$ cat src/rtl/io_controller.sv
// io_controller
//   Bridges a CPU request/acknowledge handshake to a user button and a
//   switch bank. An input request waits for a debounced press/release of
//   the button and returns the switch value captured at the press. An
//   output request shows a CPU word on the displays and then waits for the
//   same press/release before acknowledging.
//
// Ports
//   clock          system clock, rising-edge active
//   reset          synchronous active-low reset
//   is_input       CPU input request (level, held until confirmation)
//   is_output      CPU output request (level, held until confirmation)
//   cpu_data_out   word to show on the displays for an output request
//   button_n       raw asynchronous push button, active-low, bouncing
//   switches       raw asynchronous switch bank
//   io_data_in     switch word captured for the CPU (zero-extended)
//   display_value  word driven to the displays
//   confirmation   registered four-phase acknowledge to the CPU
//   waiting_user   high while waiting for the user to press the button
//   protocol_error sticky flag: both requests seen together in IDLE
module io_controller #(
    parameter int DATA_WIDTH     = 32,
    parameter int SWITCH_WIDTH   = 16,
    parameter int DEBOUNCE_COUNT = 50000,
    parameter int DEBOUNCE_WIDTH = 16
) (
    input  logic                    clock,
    input  logic                    reset,
    input  logic                    is_input,
    input  logic                    is_output,
    input  logic [DATA_WIDTH-1:0]   cpu_data_out,
    input  logic                    button_n,
    input  logic [SWITCH_WIDTH-1:0] switches,
    output logic [DATA_WIDTH-1:0]   io_data_in,
    output logic [DATA_WIDTH-1:0]   display_value,
    output logic                    confirmation,
    output logic                    waiting_user,
    output logic                    protocol_error
);

    localparam logic [DEBOUNCE_WIDTH-1:0] LAST_COUNT = DEBOUNCE_WIDTH'(DEBOUNCE_COUNT - 1);

    typedef enum logic [1:0] {
        ST_IDLE         = 2'd0,
        ST_WAIT_PRESS   = 2'd1,
        ST_WAIT_RELEASE = 2'd2,
        ST_ACK          = 2'd3
    } state_t;

    state_t                    state_r;
    logic                      btn_meta_r;
    logic                      btn_sync_r;
    logic [SWITCH_WIDTH-1:0]   sw_meta_r;
    logic [SWITCH_WIDTH-1:0]   sw_sync_r;
    logic [DEBOUNCE_WIDTH-1:0] cnt_r;
    logic                      deb_r;
    logic                      deb_prev_r;
    logic                      mode_in_r;
    logic [DATA_WIDTH-1:0]     io_data_r;
    logic [DATA_WIDTH-1:0]     display_r;
    logic                      confirm_r;
    logic                      waiting_r;
    logic                      perr_r;

    logic                      press_s;
    logic                      release_s;
    logic                      no_req_s;

    // Button is active-low: released = 1, pressed = 0. Events are the
    // one-cycle window after the debounced level has flipped, so a button
    // already held when a request arrives never produces a press.
    assign press_s   = deb_prev_r & ~deb_r;
    assign release_s = ~deb_prev_r & deb_r;
    assign no_req_s  = ~is_input & ~is_output;

    assign io_data_in     = io_data_r;
    assign display_value  = display_r;
    assign confirmation   = confirm_r;
    assign waiting_user   = waiting_r;
    assign protocol_error = perr_r;

    // Input synchronizers and button debouncer.
    always_ff @(posedge clock) begin
        if (!reset) begin
            btn_meta_r <= 1'b1;
            btn_sync_r <= 1'b1;
            sw_meta_r  <= '0;
            sw_sync_r  <= '0;
            cnt_r      <= '0;
            deb_r      <= 1'b1;
            deb_prev_r <= 1'b1;
        end else begin
            btn_meta_r <= button_n;
            btn_sync_r <= btn_meta_r;
            sw_meta_r  <= switches;
            sw_sync_r  <= sw_meta_r;
            deb_prev_r <= deb_r;
            if (btn_sync_r == deb_r) begin
                cnt_r <= '0;
            end else if (cnt_r == LAST_COUNT) begin
                // Enough consecutive differing samples: accept the new level.
                deb_r <= btn_sync_r;
                cnt_r <= '0;
            end else begin
                cnt_r <= cnt_r + DEBOUNCE_WIDTH'(1);
            end
        end
    end

    // Handshake state machine with registered outputs.
    always_ff @(posedge clock) begin
        if (!reset) begin
            state_r   <= ST_IDLE;
            mode_in_r <= 1'b0;
            io_data_r <= '0;
            display_r <= '0;
            confirm_r <= 1'b0;
            waiting_r <= 1'b0;
            perr_r    <= 1'b0;
        end else begin
            case (state_r)
                ST_IDLE: begin
                    if (is_input || is_output) begin
                        state_r   <= ST_WAIT_PRESS;
                        waiting_r <= 1'b1;
                        // Simultaneous requests are served as an input.
                        mode_in_r <= is_input;
                        if (is_input && is_output) begin
                            perr_r <= 1'b1;
                        end
                        if (is_output && !is_input) begin
                            display_r <= cpu_data_out;
                        end
                    end
                end
                ST_WAIT_PRESS: begin
                    if (no_req_s) begin
                        state_r   <= ST_IDLE;
                        waiting_r <= 1'b0;
                    end else if (press_s) begin
                        state_r   <= ST_WAIT_RELEASE;
                        waiting_r <= 1'b0;
                        if (mode_in_r) begin
                            io_data_r <= DATA_WIDTH'(sw_sync_r);
                        end
                    end
                end
                ST_WAIT_RELEASE: begin
                    if (no_req_s) begin
                        state_r <= ST_IDLE;
                    end else if (release_s) begin
                        state_r   <= ST_ACK;
                        confirm_r <= 1'b1;
                    end
                end
                ST_ACK: begin
                    if (no_req_s) begin
                        state_r   <= ST_IDLE;
                        confirm_r <= 1'b0;
                    end
                end
                default: begin
                    state_r   <= ST_IDLE;
                    confirm_r <= 1'b0;
                    waiting_r <= 1'b0;
                end
            endcase
        end
    end

endmodule

$ cat config.mk
export PLATFORM = sky130hd
export DESIGN_NAME = io_controller
export DESIGN_NICKNAME = d
export VERILOG_FILES = /design/src/rtl/io_controller.sv
export SDC_FILE = /design/constraint.sdc
export NUM_CORES = 1
export LEC_CHECK = 0
export CORE_MARGIN = 5
export CORE_UTILIZATION = 40
export DETAILED_ROUTE_END_ITERATION = 10
export GPL_ROUTABILITY_DRIVEN = 1
export PLACE_DENSITY = 0.72
export SLEW_MARGIN = 20
export SYNTH_ARGS = -nofsm -noshare
export SYNTH_HDL_FRONTEND = slang
export SYNTH_SLANG_ARGS = --single-unit
$ cat constraint.sdc
create_clock -name clock -period 1.7 [get_ports clock]
set_clock_uncertainty 0.1 [all_clocks]
set_input_delay 0.34 -clock clock [delete_from_list [all_inputs] [get_ports clock]]
set_output_delay 0.34 -clock clock [all_outputs]
set_load 0.01 [all_outputs]
; Word-level counts from Yosys, hierarchy flattened
; Index checks and enable logic that the tools add are counted.
[totals]
regBits = 106
in_bits = 53
output_inout_bits = 67
word_cells = 67
[classes]
n_addsub = 1
eq_ne = 11
mux = 15
n_bitwise = 10
n_reduce_logical = 16
[op_table]
columns = op, count
row1 = "adder 16 x 1 -> 16 bit, second input constant", 1
row2 = "equality test 16 bit, second input constant", 1
row3 = two-way mux 2 bit, 6
row4 = AND reduction 4 bit, 3
row5 = AND reduction 3 bit, 3
row6 = "inequality test 2 bit, second input constant", 4
row7 = case mux 2 bit (4 select lines), 1
row8 = NOT 1 bit, 7
row9 = two-way mux 1 bit, 6
row10 = "inequality test 3 bit, second input constant", 2
row11 = "equality test 2 bit, second input constant", 2
row12 = case mux 1 bit (2 select lines), 2
row13 = AND reduction 2 bit, 2
row14 = nonzero test 2 bit, 2
row15 = bitwise AND 1 bit, 3
row16 = OR reduction 3 bit, 1
row17 = "equality test 2 x 1 -> 1 bit, second input constant", 1
row18 = logical AND 1 bit, 2
row19 = zero test 2 bit, 1
row20 = equality test 1 bit, 1
row21 = zero test 1 bit, 1
row22 = logical OR 1 bit, 1

; Depth between registers and ports, before layout
; Gate-level depths: netlist of run 1.
[logic_depth]
word_depth = 5
mapped_depth = 6
ltp_nobuf = 5

; Worst setup path after synthesis of run 1
; No wires, ideal clock.
[synth_timing]
path_type = flip-flop to flip-flop
from = register cnt_r[0]
to = register cnt_r[10]
setup_time_ns = 0.117
arrival_ns = 1.346
t_required_ns = 1.483
path_slack_ns = 0.137
stages_incl_launch_ff = 7
path_buffers = 1
period_less_slack_ns = 1.563
path_cell_list = dfxtp_1 -> ha_1 -> and3_1 -> nand4_1 -> nand3_1 -> buf_2 -> nor2_1
[synth_via]
elab_chain_len = 2
[synth_lines]
columns = item, line
row1 = "start, declared", 55  ; logic [DEBOUNCE_WIDTH-1:0] cnt_r;
row2 = "start signal, assigned", 105  ; cnt_r <= cnt_r + DEBOUNCE_WIDTH'(1);
row3 = branches (longest 2 deep; another with adder 16 x 1 -> 16 bit), --
; Several ways; the timed one is not identified.
; A chain may end at the register's enable or synchronous reset.

; Worst setup path in the final report of run 1
[layout_timing]
from = input is_output
to = register display_r[15], in the netlist display_value[15]
[layout_via]
elab_chain_len = 2
[layout_lines]
columns = item, line
row1 = "start, declared", 30  ; input logic is_output,
row2 = logical OR 1 bit or logical AND 1 bit (tied branches), "123, 131"
row3 = AND reduction 3 bit (no source line) (*), --
row4 = "end signal, assigned", 132  ; display_r <= cpu_data_out;
row5 = "end, declared", 60  ; logic [DATA_WIDTH-1:0] display_r;
; Every way passes the cells marked *; elsewhere a longest branch is shown, timed or not.

==> metrics, run 1 <==
reg-to-reg endpoint cnt_r[14]; WP buf/inv 2; Layout Cells excl Fill between 600 and 700; TritonCTS clock tree yes; critical path's largest stage delay between 0.4 and 0.5 ns; P per Cell Area approximately 830 mW/mm^2; Synth Register Bits about 110; initial antenna violation count 0; clock buffer depth 2; Post-Place Cells about 630; Synth area leader dfxtp_1; Final #Nets about 560; RSZ-0062 raised after global routing no; Slew Limit Fails 0; global-route wire length before repair 12800 um; Post-Syn Area roughly 0.0039 mm^2; status finished, final reports clean; worst hold slack 0.267 ns; Die Height about 110 um; critical path startpoint is_output; postcts setup bufs 0; drt via density around 4.5; vias post-DR around 2900; CTS Sinks approximately 110; Multi-input gate area about 0.0016 mm^2; CTS root buffer clkbuf_8; Boundary Pins 120; global route total overflow 0; DRT Wirelength about 8000 um; Worst Hold Class in2reg; First DRT Iteration DRCs approximately 120; critical path class in2reg; Post-synth top cells 106 x dfxtp_1, 68 x nand2_1, 32 x and2_1, 30 x a21boi_1, 21 x nor2_1; Static Leak between 2 and 2.5 nW; pin count of the biggest net entering global routing 49; GR Util All Layers 0.135; GP Congestion 0.739; # diodes 0; R2R depth 5; WP data required 1.84 ns; Ys Warns 0; Core Area about 0.0096 mm^2; fmax ~0.6 GHz; vias in the first global route 2815; Initial Util 0.403; r2r setup slk about 0.090 ns; CP max-delay cell clkdlybuf4s50_1; post-route antenna net violation count 0; layout cells sized above 1 0.0727; Synth cell types 39; final setup margin around 0.033 ns; Post-Syn Area per Cell between 9 and 10 um^2; Critical Path AT ~1.8 ns; Final min period approximately 1.7 ns; Max IR drop VDD 0.000441 V; critical path, cell by cell clkdlybuf4s50_1 > or3b_4 > or2_4 > buf_12 > nand2_1 > a21boi_0; leading register cell type out of synthesis dfxtp_1; most common cell in the netlist dfxtp_1; GR met3 Demand/Resource 0.0394; Finished Core Util 0.545; Most Used Layer, Global Route met2; area of the die between 0.01 and 0.015 mm^2; post-place setup slack -0.362 ns; ys async rst share 0; max cap viols 0; post-detail-place hpwl approximately 5800 um; critical path endpoint display_value[15]; row count 36; DRC Markers 0; area growth from synthesis to layout 35.1%; routed len/inst 12.3 um; first-pass detailed-route iteration total 5; Setup-failing EPs final 0; clk slew on worst S/H paths about 0.1 ns; CP top delay family simple AND/OR/NAND/NOR gates; Final Hold Fails 0; GRT met2 Usage 0.236; Reg area ~0.0021 mm^2; htree depth 3; CP Max Fanout 32; worst reg2reg path startpoint cnt_r[0]; critical path depth 6; Final Cycle Share 0.980; sequential fraction of the synthesis area 0.548; Post-synth EDFFs 0; met1 usage 0.160; Die Wd roughly 110 um; clock buffer count from CTS 9; Cells after Synth 397; fillers around 900; Worst setup SP type input port; largest cells by area after synthesis dfxtp_1 55%, nand2_1 6.6%, a21boi_1 5.8%; area share of the largest cell type after synthesis 0.548; number of port buffers approximately 100; Skew-Pair Late Insertion Delay approximately 0.35 ns; Crit. End Element flip-flop
==> how the worst min path moves through the flow <==
stage | startpoint | end | cells after the start
detailed placement | btn_meta_r | btn_sync_r | 1
CTS | reset | deb_prev_r | 2
global route | reset | deb_r | 2
floorplan | btn_meta_r | btn_sync_r | 1
finish | reset | deb_r | 2
global placement | btn_meta_r | btn_sync_r | 1
==> metal layers <==
layer	vias to the layer above	routed length [um]
li1	1460	-
met1	1331	3420
met2	72	3930
met3	9	444
met4	0	103
met5	-	0
==> stage by stage <==
step | TNS, ns | cell area [um^2] | power (mW)
3_5_place_dp | -13.15 | 5040 | 3.04
4_1_cts | 0 | 5170 | 4.42
3_3_place_gp | -11.18 | 5040 | 3.03
5_1_grt | 0 | 5230 | 4.59
2_1_floorplan | 0 | 3930 | 2.83
6_report | 0 | 5230 | 4.36
==> cells by family (layout without fill, tap and decap cells) <==
logic type | after synthesis | after routing | synth area share
other | 1 | 16 | 0.000969
DFF | 106 | 106 | 0.548
muxes | 17 | 17 | 0.0440
buffers and inverters | 41 | 138 | 0.0653
AOI/OAI and AO/OA | 44 | 44 | 0.0821
adders and majority gates | 1 | 1 | 0.00323
xor gates and xnor gates | 15 | 15 | 0.0339
and+or+nand+nor | 172 | 172 | 0.222
==> power by group <==
group	leakage, nW	total (mW)	switching [mW]	internal [mW]
combinational	1.48	0.383	0.156	0.227
clock	0.0771	1.40	0.847	0.548
sequential	0.865	2.58	0.0269	2.56
total	2.43	4.36	1.03	3.33
==> area by class of cell <==
cell class,count,area share
timing repair buffer,116,0.223
clock buffer,10,0.0244
sequential,106,0.406
clock inverter,6,0.00957
multi-input combinational,265,0.301
tap,133,0.0318
inverter,6,0.00431
==> registers in the layout, summed over array words and instances, names as in the netlist, 2 cells and up <==
name and flops:
cnt_r 16, display_value 32, io_data_in 16, state_r 2
sw_meta_r 16, sw_sync_r 16
==> what timing repair did <==
| action | CTS | global route |
|---|---|---|
| gates resized for setup | 36 | 20 |
| hold buffers | 0 | 0 |
| endpoints found under the setup margin | 36 | 30 |
| cloned | 0 | 0 |
==> cell usage in the layout (no fill, tap or decap), types with 6 or more instances in the layout <==
master           netlist  routed
dfxtp_1              106     106
nand2_1               68      68
clkdlybuf4s50_1        0      51
dlygate4sd2_1          0      36
and2_1                32      32
a21boi_1              30      30
nor2_1                21      21
nor2b_1               19      19
mux2i_1               17      17
conb_1                 1      16
dlymetal6s2s_1         0      15
xnor2_1               12      12
clkbuf_8               0       9
buf_4                 17       9
nand3_1                7       6
inv_1                  6       6
No activity file was read; power rests on OpenSTA's default activity.
==> run 2: changes to the inputs <==
CELL_PAD_IN_SITES_DETAIL_PLACEMENT = 1   (was unset)
CELL_PAD_IN_SITES_GLOBAL_PLACEMENT = 1   (was unset)
CORE_UTILIZATION = 31   (was 40)
PLACE_DENSITY = 0.74   (was 0.72)
==> run 2 against run 1 <==
Compared with the run above:
- utilization down 9.4 points
- total power up 18%
- non-clock buffer count down 1
- maximum frequency up 0.20%
==> metrics, run 2 (same netlist as run 1, synthesis figures left out) <==
status finished, final reports clean; Slew Limit Fails 0; Static Leak 2.48 nW; Comb power frac 0.077; global-route wire length before repair approximately 15000 um; setup TNS 0 ns; first-pass detailed-route iteration total 4; most common cell after layout, fill and taps aside dfxtp_1; Worst setup SP type flip-flop; Boundary Pins 120; Final min period roughly 1.7 ns; post-route antenna net violation count 0; WP data required between 1 and 1.5 ns; WP buf/inv 1; clock buffer count from CTS 9; vias in the first global route 3063; Final Hold Fails 0; clock buffer depth 2; TritonCTS clock tree yes; fmax roughly 0.6 GHz; Setup-failing EPs final 0; Critical Path AT ~1.2 ns; Clock power frac 0.419; global route total overflow 0; clk slew on worst S/H paths around 0.060 ns; Skew-Pair Late Insertion Delay between 0.3 and 0.4 ns; P per Cell Area approximately 940 mW/mm^2; layout cells sized above 1 0.0711; CP Max Fanout 2; Switch Pwr ~1.0 mW; Crit. End Element output pin; vias post-DR about 2900; Core Area about 0.012 mm^2; Initial Util 0.320; drt via density about 4.3; First DRT Iteration DRCs ~100; CTS root buffer clkbuf_16; critical path, cell by cell clkdlybuf4s50_1; GR Util All Layers 0.125; Die Wd 122 um; area growth from synthesis to layout 41.0%; Final #Nets between 500 and 600; Final Cycle Share 0.978; critical path class reg2out; max reg flops 32; post-detail-place hpwl between 6000 and 7000 um; Reg power frac 0.504; CP top delay family buffers and inverters; # diodes 0; GP Congestion ~0.76; number of port buffers roughly 100; row count 40; Worst Hold Class in2reg; pin count of the biggest net entering global routing 49; CP max-delay cell clkdlybuf4s50_1; Int Power between 4 and 5 mW; area of the die between 0.01 and 0.015 mm^2; DRC Markers 0; initial antenna violation count 0; DRT Wirelength 9130 um; routed len/inst between 10 and 15 um; Hold Buf Count CTS 0; Max IR drop VDD 0.000445 V; critical path's largest stage delay about 0.56 ns; switching share of power 0.200; most frequent cells in the layout 106 x dfxtp_1, 76 x clkdlybuf4s50_1, 68 x nand2_1; Tot Pwr 5.14 mW; CTS Sinks ~110; Die Height approximately 120 um; htree depth 3; max cap viols 0
==> run 2: cell count changes in the layout (fill, tap and decap cells not counted), sizes merged, moves of 2 or more <==
cell,delta
dlygate4sd2,-32
clkdlybuf4s50,+25
dlymetal6s2s,+7
clkinvlp,-4
bufinv,+2
inv,-2
==> run 2: what timing repair did <==
action | CTS | global route
resized for setup | 4 | 30
pin swaps | 0 | 1
setup endpoints to repair | 4 | 54
gates cloned | 0 | 0
buffers inserted | 0 | 0
==> run 2: power by group through the flow <==
stage | clock network, mW | logic (mW) | registers, mW
6_report | 2.15 | 0.398 | 2.59
5_1_grt | 2.32 | 0.436 | 2.59
4_1_cts | 2.22 | 0.405 | 2.59
3_5_place_dp | 0 | 0.403 | 2.64
3_3_place_gp | 0 | 0.395 | 2.64
2_1_floorplan | 0 | 0.180 | 2.65
==> run 2: metal layers <==
metal  global-route usage  part of all wire  vias to the layer above
met3               0.0260             0.042                       12
met4               0.0525             0.017                        0
met2                0.219              0.52                       61
li1                     -                 -                     1462
met5                    0                 0                        -
met1                0.147              0.43                     1357
==> run 2: cell type report <==
| class | count | area (um^2) |
|---|---|---|
| fill | 1394 | 6650 |
| sequential | 106 | 2120 |
| multi-input combinational | 265 | 1580 |
| timing repair buffer | 115 | 1220 |
| clock buffer | 11 | 243 |
| tap | 168 | 210 |
| clock inverter | 3 | 65.1 |
| inverter | 6 | 22.5 |
==> run 2: per-stage QoR <==
stage / cell area [um^2] / utilization / setup WS [ns] / hold WS [ns] / instances
3_3_place_gp: 5070 / 0.419 / -0.301 / 0.292 / 660
3_5_place_dp: 5070 / 0.419 / -0.338 / 0.296 / 660
4_1_cts: 5380 / 0.444 / 0.00182 / 0.299 / 674
6_report: 5460 / 0.451 / 0.0366 / 0.299 / 674
2_1_floorplan: 3930 / - / 0.137 / 0.286 / 412
5_1_grt: 5460 / 0.451 / -0.000213 / 0.330 / 674
==> run 2: path summary, 6_finish.rpt <==
path                            end  slack [ns]               from  cells after the start
setup / recovery  display_value[20]        0.04  display_value[20]                      1
hold / removal           deb_prev_r        0.30              reset                      2
setup reg to reg          cnt_r[14]        0.11           cnt_r[0]                      5
hold reg to reg          btn_sync_r        0.31         btn_meta_r                      1
==> run 3: changes to the inputs <==
ABC_AREA = 1   (was unset)
CORE_UTILIZATION = 30   (was 31)
PLACE_DENSITY = 0.75   (was 0.74)
SKIP_CTS_REPAIR_TIMING = 1   (was unset)
==> run 3 against run 2 <==
Compared with the run above:
- die area rose by 4.6%
- cell count rose by 16%
- via count increased by 16%
- hold slack improved by 0.010 ns
- sequential share of layout area fell by 0.50 points
- non-clock buffer count shrank 2
- critical path depth unchanged
- clock power fell by 7%
- maximum frequency grew 0.26%
- utilization down 1.6 points
- register-to-register slack improved by 0.02 ns
- sequential cell count is the same
- critical path type unchanged
- largest cell class unchanged
- largest power group unchanged
- highest routed layer unchanged
==> metrics, run 3 <==
Ys Warns 0; pin count of the biggest net entering global routing 39; max cap viols 0; row count between 40 and 50; Die Wd 125 um; WP buf/inv 1; P per Cell Area approximately 970 mW/mm^2; Critical Path AT approximately 1.2 ns; Skew-Pair Late Insertion Delay between 0.3 and 0.4 ns; First DRT Iteration DRCs 123; initial antenna violation count 0; Setup-failing EPs final 0; final setup margin 0.0409 ns; vias in the first global route around 3600; ys async rst share 0; DRT Wirelength 10300 um; RSZ-0062 raised after global routing no; Synth cell types 31; critical path class reg2out; TritonCTS clock tree yes; Die Height about 120 um; area growth from synthesis to layout 40.5%; CP top delay family buffers and inverters; Synth area leader dfxtp_1; most common cell in the netlist dfxtp_1; clk slew on worst S/H paths around 0.08 ns; Max IR drop VDD 0.000644 V; Multi-input gate area around 0.0014 mm^2; critical path's largest stage delay ~0.54 ns; Post-synth top cells 106 x dfxtp_1, 91 x nor2_1, 90 x nand2_1, 52 x inv_1, 27 x nand3_1; Reg area 0.00212 mm^2; Initial Util 0.309; DRC Markers 0; first-pass detailed-route iteration total 6; # diodes 0; CTS root buffer clkbuf_16; area share of the largest cell type after synthesis 0.539; Slew Limit Fails 0; htree depth 3; Static Leak 3.07 nW; Finished Core Util 0.435; global route total overflow 0; CP max-delay cell clkdlybuf4s50_1; clock buffer depth 2; sequential fraction of the synthesis area 0.539; fmax ~0.60 GHz; Cells after Synth around 500; most frequent cells in the layout 106 x dfxtp_1, 91 x nor2_1, 90 x nand2_1; GR Util All Layers 0.138; Final Cycle Share 0.976; post-route antenna net violation count 0; Final min period ~1.7 ns; CP Max Fanout 2; Post-Syn Area per Cell slightly below 8 um^2; Final Hold Fails 0; clock buffer count from CTS 9; leading register cell type out of synthesis dfxtp_1; critical path, cell by cell clkdlybuf4s50_1; vias post-DR 3351; Post-Syn Area approximately 0.0039 mm^2; Worst Hold Class reg2reg; Boundary Pins 120; global-route wire length before repair 17600 um; Crit. End Element output pin; most common cell after layout, fill and taps aside dfxtp_1; Tot Pwr between 5 and 6 mW; status finished, final reports clean; Core Area about 0.013 mm^2; Final #Nets between 600 and 700; largest cells by area after synthesis dfxtp_1 54%, nor2_1 8.7%, nand2_1 8.6%; max reg flops 32; post-detail-place hpwl 7950 um; area of the die between 0.015 and 0.02 mm^2; Post-synth EDFFs 0; post-place setup slack -0.119 ns; Worst setup SP type flip-flop; Synth Register Bits approximately 110; worst hold slack between 0.3 and 0.4 ns; WP data required 1.26 ns; GP Congestion roughly 0.77; layout cells sized above 1 0.0739; number of port buffers between 100 and 150; drt via density between 4 and 5; routed len/inst between 10 and 15 um; CTS Sinks approximately 110; fillers between 1500 and 2000
-- run 3: changes by cell type after synthesis, sizes merged, moves of 3 or more --
cell    delta
nor4       -4
nor3       -3
a21boi    -33
nand2     +25
a21oi     +24
nor2      +75
mux2i     -17
nand3     +20
and2      -32
o21ai     +33
xnor2      -8
inv       +51
nor2b     -19
-- run 3: cells by family (layout without fill, tap and decap cells) --
| family | after synthesis | count (layout) | share of synthesized area |
|---|---|---|---|
| adder cells (fa/ha/maj) | 1 | 1 | 0.00318 |
| buffers and inverters | 93 | 186 | 0.112 |
| flip-flops | 106 | 106 | 0.539 |
| XOR/XNOR | 5 | 5 | 0.0111 |
| other | 1 | 16 | 0.000953 |
| AO/OA/AOI/OAI | 67 | 67 | 0.0878 |
| AND/OR/NAND/NOR | 228 | 228 | 0.246 |
-- run 3: worst paths after layout --
| path | cells after the start | to | slack (ns) | start |
|---|---|---|---|---|
| max | 1 | display_value[0] | 0.04 | display_value[0] |
| min | 1 | btn_sync_r | 0.31 | btn_meta_r |
| max reg2reg | 8 | cnt_r[11] | 0.13 | cnt_r[0] |
| min reg2reg | 1 | btn_sync_r | 0.31 | btn_meta_r |
-- run 3: metal layers --
metal  share of wire  up-vias  routed length [um]  global-route usage
met5               0        -                   0                   0
met4           0.011        0                 110              0.0348
met3           0.066        5                 678              0.0579
met2            0.52       72                5320               0.249
met1            0.41     1551                4180               0.147
li1                -     1723                   -                   -
-- run 3: worst register-to-register path: stages (launching register included) --
cell and delay [ns]:
dfxtp_1 0.36, ha_1 0.20, nand2_1 0.13, nor2_4 0.17, inv_2 0.06, nor2_4 0.11
nand2_2 0.08, nand2_4 0.18, nor2_1 0.08
-- run 3: layout make-up --
cell class                 count  area share
sequential                   106       0.384
inverter                      57      0.0387
timing repair buffer         113       0.228
tap                          172      0.0389
multi-input combinational    317       0.259
clock buffer                   9      0.0407
clock inverter                 7      0.0113
-- run 3: report_power, final --
part | internal [mW] | switching, mW
registers | 2.61 | 0.0639
clock network | 1.02 | 0.964
logic | 0.351 | 0.341
-- run 3: metrics by stage --
stage	setup TNS [ns]	instance area, um^2	instances
3_5_place_dp	-1.63	5120	765
4_1_cts	-0.413	5410	781
2_1_floorplan	0	3990	516
6_report	0	5530	781
5_1_grt	0	5530	781
3_3_place_gp	-0.304	5120	765
